$ cat src/rtl/accel_pkg.sv
// accel_pkg: shared state encoding and width defaults for the accelerator run controller
package accel_pkg;
  localparam int ADDR_WID_DEF = 14;
  localparam int DATA_WID_DEF = 32;
  typedef enum logic [2:0] {IDLE, LOAD, KICK, RUN, PREFETCH, STORE, DONE} state_t;
endpackage

$ cat src/rtl/accel_beat_ctr.sv
// accel_beat_ctr: 64-bit DMA beat counter with last-beat compare and truncated scratchpad index
module accel_beat_ctr #(
  parameter int IDX_WID = 14
) (
  input  logic               clk,
  input  logic               reset,
  input  logic               clr,
  input  logic               inc,
  input  logic [63:0]        num,
  output logic [IDX_WID-1:0] idx,
  output logic [IDX_WID-1:0] idx_nx,
  output logic               last
);
  logic [63:0] cnt, cnt_nx;
  assign cnt_nx = cnt + 64'd1;
  assign last = cnt_nx == num;
  assign idx = cnt[IDX_WID-1:0];
  assign idx_nx = cnt_nx[IDX_WID-1:0];
  always_ff @(posedge clk or posedge reset)
    if (reset) cnt <= '0;
    else if (clr) cnt <= '0;
    else if (inc) cnt <= cnt_nx;
endmodule

$ cat src/rtl/accel_run_ctrl.sv
// accel_run_ctrl: DMA load -> kernel run -> DMA store sequencer around a shared scratchpad.
// Optional CYCLE_COUNTER_EN adds a per-run busy-cycle counter; otherwise cycles is tied to 0.
module accel_run_ctrl
  import accel_pkg::*;
#(
  parameter int ADDR_WID = ADDR_WID_DEF,
  parameter int DATA_WID = DATA_WID_DEF
) (
  input  logic                clk,
  input  logic                reset,
  input  logic                start,
  input  logic [63:0]         read_base,
  input  logic [63:0]         write_base,
  input  logic [63:0]         num_words,
  input  logic [63:0]         word_size,
  input  logic                read_ready,
  input  logic [DATA_WID-1:0] read_data,
  output logic                read_enable,
  output logic [63:0]         read_addr,
  output logic                finish_read,
  input  logic                write_ready,
  output logic                write_enable,
  output logic [63:0]         write_addr,
  output logic [DATA_WID-1:0] write_data,
  output logic                finish_write,
  output logic [ADDR_WID-1:0] spm_addr,
  output logic                spm_we,
  output logic [DATA_WID-1:0] spm_wdata,
  input  logic [DATA_WID-1:0] spm_rdata,
  output logic                kernel_owns_spm,
  output logic                ap_start,
  input  logic                ap_done,
  output logic                done,
  output logic                busy,
  output logic [63:0]         cycles
);
  state_t state, state_nx;
  logic [ADDR_WID-1:0] idx, idx_nx;
  logic last, gap, beat_r, beat_w;
  assign beat_r = state == LOAD && read_ready;
  // gap: the cycle after a store beat waits for the new scratchpad word
  assign beat_w = state == STORE && write_ready && !gap;
  accel_beat_ctr #(.IDX_WID(ADDR_WID)) u_beat (
    .clk,
    .reset,
    .clr(state == IDLE || state == PREFETCH),
    .inc((beat_r || beat_w) && !last),
    .num(num_words),
    .idx,
    .idx_nx,
    .last
  );
  always_ff @(posedge clk or posedge reset)
    if (reset) state <= IDLE;
    else state <= state_nx;
  always_comb begin
    state_nx = state;
    case (state)
      IDLE:     if (start) state_nx = num_words != 64'd0 ? LOAD : DONE;
      LOAD:     if (beat_r && last) state_nx = KICK;
      KICK:     state_nx = RUN;
      RUN:      if (ap_done) state_nx = PREFETCH;
      PREFETCH: state_nx = STORE;
      STORE:    if (beat_w && last) state_nx = DONE;
      default:  state_nx = IDLE;
    endcase
  end
  always_comb begin
    busy = state != IDLE;
    read_enable = state == LOAD;
    write_enable = state == STORE;
    ap_start = state == KICK;
    kernel_owns_spm = state == KICK || state == RUN;
    done = state == DONE;
    spm_we = beat_r;
    spm_wdata = beat_r ? read_data : '0;
    write_data = write_enable ? spm_rdata : '0;
    spm_addr = state == LOAD ? idx : beat_w && !last ? idx_nx : state == STORE ? idx : '0;
  end
  always_ff @(posedge clk or posedge reset)
    if (reset) begin
      read_addr <= '0;
      write_addr <= '0;
      finish_read <= 1'b0;
      finish_write <= 1'b0;
      gap <= 1'b0;
    end else begin
      finish_read <= beat_r && !last;
      finish_write <= beat_w && !last;
      gap <= beat_w && !last;
      if (state == IDLE && start) read_addr <= read_base;
      else if (beat_r && !last) read_addr <= read_addr + word_size;
      if (state == PREFETCH) write_addr <= write_base;
      else if (beat_w && !last) write_addr <= write_addr + word_size;
    end
`ifdef CYCLE_COUNTER_EN
  always_ff @(posedge clk or posedge reset)
    if (reset) cycles <= '0;
    else if (state == IDLE && start && num_words != 64'd0) cycles <= '0;
    else if (busy && state != DONE) cycles <= cycles + 64'd1;
`else
  assign cycles = '0;
`endif
endmodule

$ cat config.mk
export PLATFORM = sky130hd
export DESIGN_NAME = accel_run_ctrl
export DESIGN_NICKNAME = d
export VERILOG_FILES = /design/src/rtl/accel_pkg.sv /design/src/rtl/accel_beat_ctr.sv /design/src/rtl/accel_run_ctrl.sv
export SDC_FILE = /design/constraint.sdc
export NUM_CORES = 1
export LEC_CHECK = 0
export BUFFER_PORTS_ARGS = -buffer_cell sky130_fd_sc_hd__clkbuf_2
export CORE_AREA = 2 2 232 234
export CTS_CLUSTER_SIZE = 24
export DETAILED_ROUTE_END_ITERATION = 8
export DIE_AREA = 0 0 234 236
export HOLD_SLACK_MARGIN = 0.05
export PLACE_DENSITY = 0.59
export REMOVE_ABC_BUFFERS = 1
export SETUP_SLACK_MARGIN = 0.3
export SLEW_MARGIN = 20
export SYNTH_ARGS = -nofsm -noshare
export SYNTH_HDL_FRONTEND = slang
export SYNTH_SLANG_ARGS = --single-unit
$ cat constraint.sdc
create_clock -name clk -period 6.8 [get_ports clk]
set_input_delay 0.34 -clock clk [delete_from_list [all_inputs] [get_ports clk]]
set_output_delay 0.34 -clock clk [all_outputs]
set_load 0.01 [all_outputs]
==> summary.txt <==
status - finished clean
CP arrival - 5.81 ns
Die Area - 0.05522 sq mm
largest net degree at the start of global routing - 77
Worst-Margin Slew - 1.030 ns
reg2reg path depth - 16
CP startpoint kind - register
Avg Cell Area, Syn - 7.586 sq um
FF/Latch Area - 0.004930 sq mm
Area contributors post-synth - dfrtp_1 25%, ha_1 8.2%, xnor2_1 6.7%, nand2_1 6.0%, a21oi_1 5.6%
Max Fanout on Critical Path - 76
Hold WC Path Type - input port to register
endpoints failing hold - 0
synthesized flop and latch total - 197
top cell type's share of synthesized area - 25.30%
vias post-DR - 21,420
Core ar. - 0.05307 sq mm
skew final - 0.01536 ns
final setup margin - 0.6454 ns
cell internal pwr - 0.003349 W
Max-Cap Viols - 0
clk sink count - 197
Worst Hold Slack - 0.08517 ns
worst reg2reg startpoint - u_beat.cnt[0]
Final GP Congestion - 0.9757
Post-synth ARST share - 100.0%
DRC Markers - 0
setup TNS - 0 ns
maximum VDD drop - 0.1790 mV
fraction of layout cells with a size suffix above 1 - 20.89%
cell area power density - 256.9 mW/mm^2
CTS tree - done
CP top delay family - simple AND/OR/NAND/NOR gates
vias in the first global route - 20,050
Main synth FF type - dfrtp_1
clk buf depth - 2
clock power share - 18.9%
I/O pin count - 605
Worst Hold Depth - 3
RSZ-0062 raised after global routing - false
wirelength, routed - 81.48 mm
worst hold start - read_base[21]
area of the multi-input gates - 0.01358 sq mm
CP Cell Sequence - ha_1 -> and3_1 -> and4_1 -> buf_4 -> and4_1 -> xnor2_1 -> or3_1 -> nor4_1 -> nand4_1 -> and4b_4 -> or2_4 -> inv_2 -> buf_4 -> a21oi_1 -> o21ai_0 -> clkbuf_2
critical path's largest stage delay - 0.54 ns
clock-pin slew on the worst setup and hold paths - 0.08 ns
FMAX - 0.1625 GHz
GRT overflow - 0
Max H-tree Level - 4
count leader, synth - nand2_1
Crit Path Class - register to output pin
Fillers - 5,515
Sw Share - 44.52%
capturing point of the worst reg2reg path - write_addr[63]
Initial Util - 36.72%
endpoints failing setup - 0
Crit path required time - 6.46 ns
Total GRT Usage - 28.61%
Ys Warns - 0
buffers and inverters on the worst path - 4
Rel. slew slack - 30.73%
critical path's slowest cell - and4b_4
total CTS buffers - 17
initial antenna violation count - 0
DP Worst Slack - 0.7536 ns
ANT nets after route - 0
WHS Endpoint - read_addr[21]
DPL Wire Length - 65.33 mm
DR vias/cell - 5.689
DIE WIDTH - 234 um
Avg WL per Cell - 21.64 um
R2R setup slack - 1.61 ns
Slew Limit Fails - 0
synth unique cells - 86
CP Capture Type - output pin
# rows - 85
drt pass-1 iters - 5
total design power - 0.006037 W
worst skew pair latency - 0.50 ns
# port buffers - 540
Post-synth EDFFs - 0
root buf cell - clkbuf_16
combinational share of power - 53.4%
drt initial violations - 1,653
most instantiated cells after synthesis - 313 x nand2_1, 271 x nor2_1, 219 x a21oi_1, 197 x dfrtp_1, 148 x xnor2_1
leak pwr - 11.18 nW
final period demand of the worst path - 6.155 ns
Netlist Area Pre-Place - 0.01949 sq mm
P_sw - 0.002687 W
Die Height - 236 um
global-route wire length before repair - 120.7 mm
Yosys top cell by area - dfrtp_1
fin crit share - 90.51%
sequential share of the synthesized area - 25.30%
Nets - 3,510
Area Growth Syn to Fin - 20.58%
Crit. Startpoint - u_beat.cnt[0]
sequential power share - 27.7%
Gate Count Post-Synth - 2,569
-- worst max path at each step --
stage                     cells after the start  slack (ns)     endpoint
after detailed placement                     15        0.75  spm_addr[8]
final                                        16        0.65  spm_addr[8]
after global routing                         16        0.32  spm_addr[8]
after CTS                                    15        0.35  spm_addr[8]
after floorplan                              14        0.44  spm_addr[8]
after global placement                       13        0.85  spm_addr[8]
-- what timing repair did --
item / 4_1_cts / 5_1_grt
endpoints found under the setup margin: 5 / 11
gates resized for setup: 1 / 4
hold endpoints to repair: 114 / 0
buffers inserted: 2 / 0
hold buffers: 45 / 0
gates cloned: 0 / 1
pin swaps: 0 / 1
-- area by class of cell --
type	instances	share of cell area, %
Tap cell	696	3.706
Timing Repair Buffer	606	14.16
Sequential cell	197	20.98
Clock buffer	21	2.045
Clock inverter	11	0.5911
Multi-Input combinational cell	2190	57.79
Antenna cell	1	0.01065
Inverter	43	0.7189
-- worst register-to-register path, stage by stage (launching register included) --
cell	delay (ns)
dfrtp_1	0.50
ha_1	0.30
and3_1	0.36
and4_1	0.24
buf_4	0.21
and4_1	0.48
xnor2_1	0.13
or3_1	0.37
nor4_1	0.35
nand4_1	0.25
and4b_4	0.55
or2_4	0.36
inv_2	0.09
buf_4	0.38
nand2_1	0.27
xor2_1	0.15
o21ai_1	0.07
-- metal layers --
metal | GRT usage, % | wire length, um | vias up
met3 | 4.618 | 5536 | 128
met1 | 37.30 | 34480 | 10380
met4 | 10.32 | 2688 | 0
li1 | - | - | 10060
met5 | 0 | 0 | -
met2 | 47.44 | 38770 | 853
-- power by group through the flow --
| stage | clock network (W) | logic (W) | registers (W) |
|---|---|---|---|
| detailed placement | 0 | 0.00316 | 0.00170 |
| global route | 0.00121 | 0.00357 | 0.00170 |
| floorplan | 0 | 0.00213 | 0.00170 |
| global placement | 0 | 0.00313 | 0.00169 |
| finish | 0.00114 | 0.00322 | 0.00167 |
| CTS | 0.00116 | 0.00320 | 0.00167 |
-- sequential cells by signal, summed over array words and instances (netlist names) --
register / cells
read_addr: 64
u_beat.cnt: 64
write_addr: 64
state: 3
finish_read: 1
gap: 1
-- per-stage QoR --
stage / cells / area, sq um / util [%]
2_1_floorplan: 2429 / 18610 / -
3_3_place_gp: 3684 / 22370 / 42.16
3_5_place_dp: 3684 / 22380 / 42.17
4_1_cts: 3763 / 23470 / 44.22
5_1_grt: 3764 / 23500 / 44.27
6_report: 3765 / 23500 / 44.28
-- logic make-up after synthesis --
kind of cell	Yosys count	share of synthesized area (%)
compound gates	661	20.71
xor+xnor	256	11.51
mux	23	1.188
buf+inv	246	6.549
fa+ha+maj	129	8.360
other cells	1	0.01924
simple gates	1056	26.37
flops	197	25.30
-- cells in the final DEF (no fill, tap or decap), drive strengths merged, types with 66 or more instances in the layout --
cell,instances
a21oi,219
a31oi,72
and3,102
clkbuf,561
dfrtp,197
ha,127
nand2,313
nand3,68
nand4,66
nor2,273
o21ai,169
xnor2,148
xor2,108
Power figures use the tool's default switching activity.
